## config.mk

```make
export PLATFORM = sky130hd
export DESIGN_NAME = intc_request_ctrl_flat
export DESIGN_NICKNAME = d
export VERILOG_FILES = /design/src/rtl/intc_pkg.sv /design/src/rtl/intc_request_ctrl_if.sv /design/src/rtl/intc_prio_enc.sv /design/src/rtl/intc_request_ctrl.sv /design/src/flat_wrapper.sv
export SDC_FILE = /design/constraint.sdc
export NUM_CORES = 1
export LEC_CHECK = 0
export ABC_AREA = 0
export CAP_MARGIN = 40
export CELL_PAD_IN_SITES_DETAIL_PLACEMENT = 1
export CELL_PAD_IN_SITES_GLOBAL_PLACEMENT = 2
export CORE_MARGIN = 1.5
export CORE_UTILIZATION = 33
export DETAILED_ROUTE_END_ITERATION = 16
export GPL_TIMING_DRIVEN = 0
export PLACE_DENSITY_LB_ADDON = 0.1
export SKIP_CTS_REPAIR_TIMING = 1
export SLEW_MARGIN = 0
export SYNTH_ARGS = -nofsm -noshare
export SYNTH_HDL_FRONTEND = slang
export SYNTH_HIERARCHICAL = 1
export SYNTH_SLANG_ARGS = --single-unit
```

## constraint.sdc

```tcl
create_clock -name clk -period 3.75 [get_ports clk]
set_input_delay 0.375 -clock clk [delete_from_list [all_inputs] [get_ports clk]]
set_output_delay 0.375 -clock clk [all_outputs]
set_load 0.02 [all_outputs]
```

## src/rtl/intc_pkg.sv

```systemverilog
// ---------------------------------------------------------------------------
// intc_pkg
// Shared definitions for the interrupt request controller:
//   - state_e    : controller FSM encoding (also visible on the debug port)
//   - N_IRQ_DEF  : default number of maskable interrupt lines
//   - ID_W_DEF   : default width of the cause id
// ---------------------------------------------------------------------------
`timescale 1ns/1ps
package intc_pkg;

    localparam int N_IRQ_DEF = 8;
    localparam int ID_W_DEF  = 3;

    typedef enum logic [1:0] {
        ST_IDLE     = 2'd0,
        ST_REQ      = 2'd1,
        ST_SERV     = 2'd2,
        ST_NMI_SERV = 2'd3
    } state_e;

endpackage

```

## src/rtl/intc_request_ctrl_if.sv

```systemverilog
// ---------------------------------------------------------------------------
// intc_request_ctrl_if
// Bundles the device request lines, the CPU handshake and the status
// outputs of the interrupt request controller.
//   slave  : the controller (consumes requests/acks, drives status)
//   master : devices + CPU (drive requests/acks, observe status)
// Signals:
//   irq_in, nmi_in         device request lines
//   mask_wr, mask_data     enable-mask write port
//   respond, NMI, eoi      CPU acknowledge / end-of-interrupt
//   interrupt,
//   non_maskable_int       requests to the CPU
//   busy, cause_id,
//   cause_valid, pending,
//   state                  status / debug
// ---------------------------------------------------------------------------
`timescale 1ns/1ps
interface intc_request_ctrl_if
    import intc_pkg::*;
#(
    parameter int N_IRQ = N_IRQ_DEF,
    parameter int ID_W  = ID_W_DEF
);

    logic [N_IRQ-1:0] irq_in;
    logic             nmi_in;
    logic             mask_wr;
    logic [N_IRQ-1:0] mask_data;
    logic             respond;
    logic             NMI;
    logic             eoi;
    logic             interrupt;
    logic             non_maskable_int;
    logic             busy;
    logic [ID_W-1:0]  cause_id;
    logic             cause_valid;
    logic [N_IRQ-1:0] pending;
    logic [1:0]       state;

    modport slave (
        input  irq_in, nmi_in, mask_wr, mask_data, respond, NMI, eoi,
        output interrupt, non_maskable_int, busy, cause_id, cause_valid,
               pending, state
    );

    modport master (
        output irq_in, nmi_in, mask_wr, mask_data, respond, NMI, eoi,
        input  interrupt, non_maskable_int, busy, cause_id, cause_valid,
               pending, state
    );

endinterface

```

## src/rtl/intc_prio_enc.sv

```systemverilog
// ---------------------------------------------------------------------------
// intc_prio_enc
// Combinational lowest-index-first priority encoder.
//   req_i   : request vector
//   id_o    : index of the lowest set bit (0 when none set)
//   valid_o : at least one request bit is set
// ---------------------------------------------------------------------------
`timescale 1ns/1ps
module intc_prio_enc #(
    parameter int N_IRQ = 8,
    parameter int ID_W  = 3
) (
    input  logic [N_IRQ-1:0] req_i,
    output logic [ID_W-1:0]  id_o,
    output logic             valid_o
);

    // Scan from the top down so the lowest set index is the last write.
    always_comb begin
        id_o = '0;
        for (int i = N_IRQ - 1; i >= 0; i--) begin
            if (req_i[i]) begin
                id_o = ID_W'(i);
            end
        end
    end

    assign valid_o = |req_i;

endmodule

```

## src/rtl/intc_request_ctrl.sv

```systemverilog
// ---------------------------------------------------------------------------
// intc_request_ctrl
// Device-side interrupt controller. Latches device request edges, masks
// them, raises interrupt / non_maskable_int towards the CPU, waits for the
// respond/NMI acknowledge and tracks the in-service interrupt until eoi.
// Ports:
//   clk    : system clock, rising edge
//   reset  : asynchronous, active-high reset
//   bus    : intc_request_ctrl_if.slave (requests, handshake, status)
// Build option:
//   INTC_LEVEL_TRIG_EN  when defined, maskable lines are level-sensitive
//                       (pending mirrors irq_in); NMI stays edge-triggered.
// ---------------------------------------------------------------------------
`timescale 1ns/1ps
module intc_request_ctrl
    import intc_pkg::*;
#(
    parameter int N_IRQ = N_IRQ_DEF,
    parameter int ID_W  = ID_W_DEF
) (
    input  logic                  clk,
    input  logic                  reset,
    intc_request_ctrl_if.slave    bus
);

    state_e           state_q, state_d;
    logic [N_IRQ-1:0] mask_q;
    logic             nmi_prev_q;
    logic             nmi_pend_q, nmi_pend_d;
    logic             nested_q, nested_d;
    logic [ID_W-1:0]  cause_q, cause_d;

    logic [N_IRQ-1:0] pending_w;
    logic [N_IRQ-1:0] active_w;
    logic [ID_W-1:0]  enc_id;
    logic             enc_valid;
    logic             req_int;
    logic             nmi_ack;
    logic             int_ack;

    // ---------------------------------------------------------------------
    // Pending capture
    // ---------------------------------------------------------------------
`ifdef INTC_LEVEL_TRIG_EN
    // Level mode: the device holds its line until serviced; gated by reset
    // so the status outputs read zero while reset is asserted.
    assign pending_w = bus.irq_in & {N_IRQ{~reset}};
`else
    logic [N_IRQ-1:0] pend_q, pend_d;
    logic [N_IRQ-1:0] irq_prev_q;
    logic [N_IRQ-1:0] irq_rise;
    logic [N_IRQ-1:0] clr_vec;

    assign irq_rise = bus.irq_in & ~irq_prev_q;

    // Only the line being acknowledged is cleared.
    for (genvar gi = 0; gi < N_IRQ; gi++) begin : g_clr
        assign clr_vec[gi] = int_ack && (enc_id == ID_W'(gi));
    end

    // A fresh edge on the line being acknowledged wins over the clear.
    assign pend_d = (pend_q & ~clr_vec) | irq_rise;

    always_ff @(posedge clk or posedge reset) begin
        if (reset) begin
            pend_q     <= '0;
            irq_prev_q <= '0;
        end else begin
            pend_q     <= pend_d;
            irq_prev_q <= bus.irq_in;
        end
    end

    assign pending_w = pend_q;
`endif

    assign active_w = pending_w & mask_q;

    intc_prio_enc #(
        .N_IRQ (N_IRQ),
        .ID_W  (ID_W)
    ) u_prio_enc (
        .req_i   (active_w),
        .id_o    (enc_id),
        .valid_o (enc_valid)
    );

    // ---------------------------------------------------------------------
    // Handshake qualification
    // ---------------------------------------------------------------------
    // A pending NMI suppresses the maskable request so the CPU sees one
    // request kind at a time.
    assign req_int = (state_q == ST_REQ) && enc_valid && !nmi_pend_q;

    // Acks without a matching outstanding request are ignored.
    assign nmi_ack = bus.respond && bus.NMI && nmi_pend_q &&
                     ((state_q == ST_REQ) || (state_q == ST_SERV));
    assign int_ack = bus.respond && !bus.NMI && req_int;

    assign nmi_pend_d = (nmi_pend_q && !nmi_ack) || (bus.nmi_in && !nmi_prev_q);

    // ---------------------------------------------------------------------
    // FSM
    // ---------------------------------------------------------------------
    always_comb begin
        state_d  = state_q;
        nested_d = nested_q;
        cause_d  = cause_q;
        case (state_q)
            ST_IDLE: begin
                if (nmi_pend_q || enc_valid) begin
                    state_d = ST_REQ;
                end
            end
            ST_REQ: begin
                if (nmi_ack) begin
                    state_d  = ST_NMI_SERV;
                    nested_d = 1'b0;
                end else if (int_ack) begin
                    state_d = ST_SERV;
                    cause_d = enc_id;
                end else if (!nmi_pend_q && !enc_valid) begin
                    // Request withdrawn by a mask write.
                    state_d = ST_IDLE;
                end
            end
            ST_SERV: begin
                // NMI preemption takes priority over a same-cycle eoi.
                if (nmi_ack) begin
                    state_d  = ST_NMI_SERV;
                    nested_d = 1'b1;
                end else if (bus.eoi) begin
                    state_d = ST_IDLE;
                end
            end
            ST_NMI_SERV: begin
                if (bus.eoi) begin
                    state_d = nested_q ? ST_SERV : ST_IDLE;
                end
            end
            default: state_d = ST_IDLE;
        endcase
    end

    always_ff @(posedge clk or posedge reset) begin
        if (reset) begin
            state_q    <= ST_IDLE;
            mask_q     <= '0;
            nmi_prev_q <= 1'b0;
            nmi_pend_q <= 1'b0;
            nested_q   <= 1'b0;
            cause_q    <= '0;
        end else begin
            state_q    <= state_d;
            nmi_prev_q <= bus.nmi_in;
            nmi_pend_q <= nmi_pend_d;
            nested_q   <= nested_d;
            cause_q    <= cause_d;
            if (bus.mask_wr) begin
                mask_q <= bus.mask_data;
            end
        end
    end

    // ---------------------------------------------------------------------
    // Outputs
    // ---------------------------------------------------------------------
    assign bus.interrupt        = req_int;
    assign bus.non_maskable_int = nmi_pend_q && (state_q != ST_NMI_SERV);
    assign bus.busy             = (state_q == ST_SERV) || (state_q == ST_NMI_SERV);
    assign bus.cause_valid      = (state_q == ST_SERV);
    // While requesting, the id follows the encoder; once acknowledged it is
    // frozen so later mask writes or new edges cannot disturb the ISR.
    assign bus.cause_id         = (state_q == ST_REQ) ? enc_id : cause_q;
    assign bus.pending          = pending_w;
    assign bus.state            = state_q;

endmodule

```

## src/flat_wrapper.sv

```systemverilog
// flat-port wrapper written by rule: the top's interface ports become plain ports
module intc_request_ctrl_flat import intc_pkg::*;
#(
    parameter int N_IRQ = N_IRQ_DEF,
    parameter int ID_W  = ID_W_DEF
)
  (clk, reset, bus_irq_in, bus_nmi_in, bus_mask_wr, bus_mask_data, bus_respond, bus_NMI, bus_eoi, bus_interrupt, bus_non_maskable_int, bus_busy, bus_cause_id, bus_cause_valid, bus_pending, bus_state);
  intc_request_ctrl_if #(.N_IRQ(N_IRQ), .ID_W(ID_W)) bus_i ();
  input  logic clk;
  input  logic reset;
  input wire logic [$bits(bus_i.irq_in)-1:0] bus_irq_in;
  input wire logic [$bits(bus_i.nmi_in)-1:0] bus_nmi_in;
  input wire logic [$bits(bus_i.mask_wr)-1:0] bus_mask_wr;
  input wire logic [$bits(bus_i.mask_data)-1:0] bus_mask_data;
  input wire logic [$bits(bus_i.respond)-1:0] bus_respond;
  input wire logic [$bits(bus_i.NMI)-1:0] bus_NMI;
  input wire logic [$bits(bus_i.eoi)-1:0] bus_eoi;
  output wire logic [$bits(bus_i.interrupt)-1:0] bus_interrupt;
  output wire logic [$bits(bus_i.non_maskable_int)-1:0] bus_non_maskable_int;
  output wire logic [$bits(bus_i.busy)-1:0] bus_busy;
  output wire logic [$bits(bus_i.cause_id)-1:0] bus_cause_id;
  output wire logic [$bits(bus_i.cause_valid)-1:0] bus_cause_valid;
  output wire logic [$bits(bus_i.pending)-1:0] bus_pending;
  output wire logic [$bits(bus_i.state)-1:0] bus_state;
  assign bus_i.irq_in = bus_irq_in;
  assign bus_i.nmi_in = bus_nmi_in;
  assign bus_i.mask_wr = bus_mask_wr;
  assign bus_i.mask_data = bus_mask_data;
  assign bus_i.respond = bus_respond;
  assign bus_i.NMI = bus_NMI;
  assign bus_i.eoi = bus_eoi;
  assign bus_interrupt = bus_i.interrupt;
  assign bus_non_maskable_int = bus_i.non_maskable_int;
  assign bus_busy = bus_i.busy;
  assign bus_cause_id = bus_i.cause_id;
  assign bus_cause_valid = bus_i.cause_valid;
  assign bus_pending = bus_i.pending;
  assign bus_state = bus_i.state;
  intc_request_ctrl #(.N_IRQ(N_IRQ), .ID_W(ID_W)) u_core (.clk(clk), .reset(reset), .bus(bus_i));
endmodule
```

==> impl_metrics.csv <==
group,metric,value,unit
outcome,status,"finished, final reports clean",
synth,synth_area_per_cell,11.3,um2
worst_setup_path,worstSetupPathType,"reg2out",
sta,setup_violations,0,
drt,wl_per_cell,14.8,um
cts,clockBufferDepth,2,
sta,min_period,2.80,ns
placement,place_area,2040,um2
global_routing,grt_pass1_wl,5950,um
drt,antenna_left,0,
worst_setup_path,critPathArrivalTime,2.42,ns
synth,synthCells,139,
power_and_ir_drop,p_per_area,518,nW/um2
drt,first_iter_violations,14,
floorplan,dieArea,5160,um2
cts,numCtsBuffers,5,
final_layout,layout-drive-gt1-share,15.7,%
power_and_ir_drop,peakVddDrop,0.193,mV
worst_setup_path,start_kind,"flop",
worst_setup_path,end_kind,"output pin",
synth,syn_nets,167,
worst_setup_path,worst-r2r-cell-count,7,
cts,cts_root_buffer,"clkbuf_8",
hold_path,hold_path_end,"u_core/bus.pending[0]",
sta,rsz0062_at_grt,"false",
synth,ys_warn_count,6,
placement,port_buffers,38,
global_routing,grt_use_total,14.9,%
flow_run,maxCapViolCount,0,
power_and_ir_drop,leakage,0.000927,uW
sta,slew_violations,0,
cts,htree_levels,2,
floorplan,core,4440,um2
global_routing,antenna_found_initial,0,
placement,place_hpwl,2780,um
final_layout,synthToLayoutAreaGrowth,35.2,%
sta,whs,0.406,ns
floorplan,core.rowCount,24,
synth,ys_types,36,
floorplan,boundaryPins,40,
sta,worst_slew_pin_slew,0.695,ns
drt,dr.pass1.iters,5,
cts,cts.clk_slew.worst_paths,0.06,ns
floorplan,die_y,71.8,um
synth,synth_edf_count,0,
drt,via_count,1152,
worst_setup_path,rr_endpoint,"u_core/cause_q[0]",
final_layout,stdcell_area,2110,um2
sta,tns,0,ns
synth,ys.flop_type,"dfrtp_1",
worst_setup_path,required,3.38,ns
sta,max_clock_freq,357,MHz
worst_setup_path,path_max_fanout,10,
sta,finalHoldViolCount,0,
synth,synth_area,1560,um2
sta,fin_worst_skew,0.00178,ns
global_routing,grt_max_degree,18,
worst_setup_path,r2r_start,"u_core/bus.pending[4]",
cts,clock_latency,0.27,ns
synth,ys_ff_latch,32,
drt,via_per_inst,4.86,
final_layout,insertedDiodeCount,0,
placement,place_congestion,0.756,
final_layout,nets,213,
sta,fin_crit_sh,74.6,%
cts,clock_sinks,32,
floorplan,initial_core_util,35.2,%
final_layout,finalNonFillerCells,237,
cts,cts_tree,"done",
hold_path,min_from,"u_core/irq_prev_q[0]",
drt,post-route-drc-count,0,
placement,dp_cells,230,
worst_setup_path,regToRegSetupSlack,1.69,ns
hold_path,hold_depth,1,
drt,wl,3510,um
synth,ys_seq_area_share,51.2,%
floorplan,die_w,71.8,um
synth,synthArstFlopShare,100,%
power_and_ir_drop,power,1100,uW
hold_path,hold_path.class,"reg2reg",
global_routing,overflow,0,
sta,relSlewSlack,53.6,%
global_routing,grt_pass1_vias,1279,
## registers in the layout (all words and copies together), names as in the netlist
name	count
u_core/cause_q	3
u_core/nested_q	1
u_core/nmi_pend_q	1
u_core/bus.state	2
u_core/bus.pending	8
u_core/nmi_prev_q	1
u_core/irq_prev_q	8
u_core/mask_q	8
## cell usage after synthesis, types with 3 or more instances
cell / number / share of area, %
inv_1: 16 / 3.8
mux2_4: 4 / 3.8
o21ai_0: 7 / 2.2
and3b_1: 3 / 1.7
a21oi_1: 4 / 1.3
a22o_1: 4 / 2.2
mux2_2: 11 / 7.9
and2_1: 8 / 3.2
ha_1: 5 / 4.0
clkbuf_1: 3 / 0.72
nor2_1: 5 / 1.2
nand2_1: 7 / 1.7
o21ai_1: 4 / 1.3
dfrtp_1: 32 / 51
## kinds of logic after synthesis
| logic type | after synthesis | share of synthesized area [%] |
|---|---|---|
| DFF | 32 | 51.2 |
| and+or+nand+nor | 38 | 15.1 |
| adders and majority gates | 5 | 4.00 |
| muxes | 16 | 12.4 |
| AOI/OAI and AO/OA | 27 | 11.5 |
| buffers and inverters | 21 | 5.76 |
## routing by layer
| metal | share of wire (%) | up-vias | wire length (um) | global-route usage (%) |
|---|---|---|---|---|
| li1 | - | 564 | - | - |
| met1 | 45 | 560 | 1590 | 18.3 |
| met2 | 50 | 26 | 1760 | 25.7 |
| met3 | 4.3 | 2 | 151 | 3.94 |
| met4 | 0.48 | 0 | 17 | 4.40 |
| met5 | 0 | - | 0 | 0 |
## cell type report
cell class,count,area [um2]
clock buffers,6,72.6
multi-input cells,86,673
flip-flops and latches,32,801
fillers,490,2330
plain buffers,5,30.0
well taps,52,65.1
clock inverters,1,5.00
inverters,16,60.1
repair buffers,39,408
## worst max-delay path: stages, from the launching register on
cell and delay, ns:
dfrtp_1 0.41, and2_1 0.17, nor2_1 0.19, a21boi_0 0.20, clkbuf_1 0.35, mux2_2 0.24
clkdlybuf4s50_1 0.60
## metrics by stage
stage | util [%] | setup WS, ns
floorplan | - | 1.69
global placement | 45.2 | 1.25
detailed placement | 45.8 | 1.23
CTS | 47.6 | 0.914
global route | 47.6 | 0.780
finish | 47.6 | 0.953
## cell usage in the layout, fill, tap and decap left out, drive strengths merged
| cell | instances |
|---|---|
| mux2 | 15 |
| o211ai | 1 |
| o31ai | 1 |
| and2 | 8 |
| mux2i | 1 |
| nor4 | 1 |
| nand4b | 2 |
| clkinv | 1 |
| nand3b | 1 |
| a21boi | 1 |
| and3b | 3 |
| o221ai | 1 |
| nand4 | 2 |
| nand2 | 7 |
| clkdlybuf4s50 | 38 |
| buf | 3 |
| or2 | 1 |
| a21o | 1 |
| a21oi | 5 |
| nand2b | 2 |
| a22o | 4 |
| o21ai | 11 |
| nor2b | 2 |
| clkbuf | 9 |
| o21bai | 1 |
| dfrtp | 32 |
| nand3 | 2 |
| inv | 16 |
| nor2 | 5 |
| nand4bb | 1 |
| o41ai | 1 |
| or3 | 1 |
| ha | 5 |
## how the worst max path moves through the flow
stage | slack, ns | to | cells after the start | start
CTS | 0.91 | bus_cause_id[0] | 5 | u_core/bus.pending[4]
global route | 0.78 | bus_cause_id[1] | 6 | u_core/bus.pending[1]
floorplan | 1.69 | u_core/cause_q[0] | 7 | u_core/bus.pending[4]
detailed placement | 1.23 | bus_cause_id[0] | 5 | u_core/bus.pending[4]
global placement | 1.25 | bus_cause_id[0] | 5 | u_core/bus.pending[4]
finish | 0.95 | bus_cause_id[1] | 6 | u_core/bus.pending[1]
## power breakdown
part	internal [uW]	switching [uW]	leakage, uW
sequential	389	36.1	0.000358
clock	126	112	0.0000410
combinational	223	210	0.000527
No activity file was read; power rests on OpenSTA's default activity.
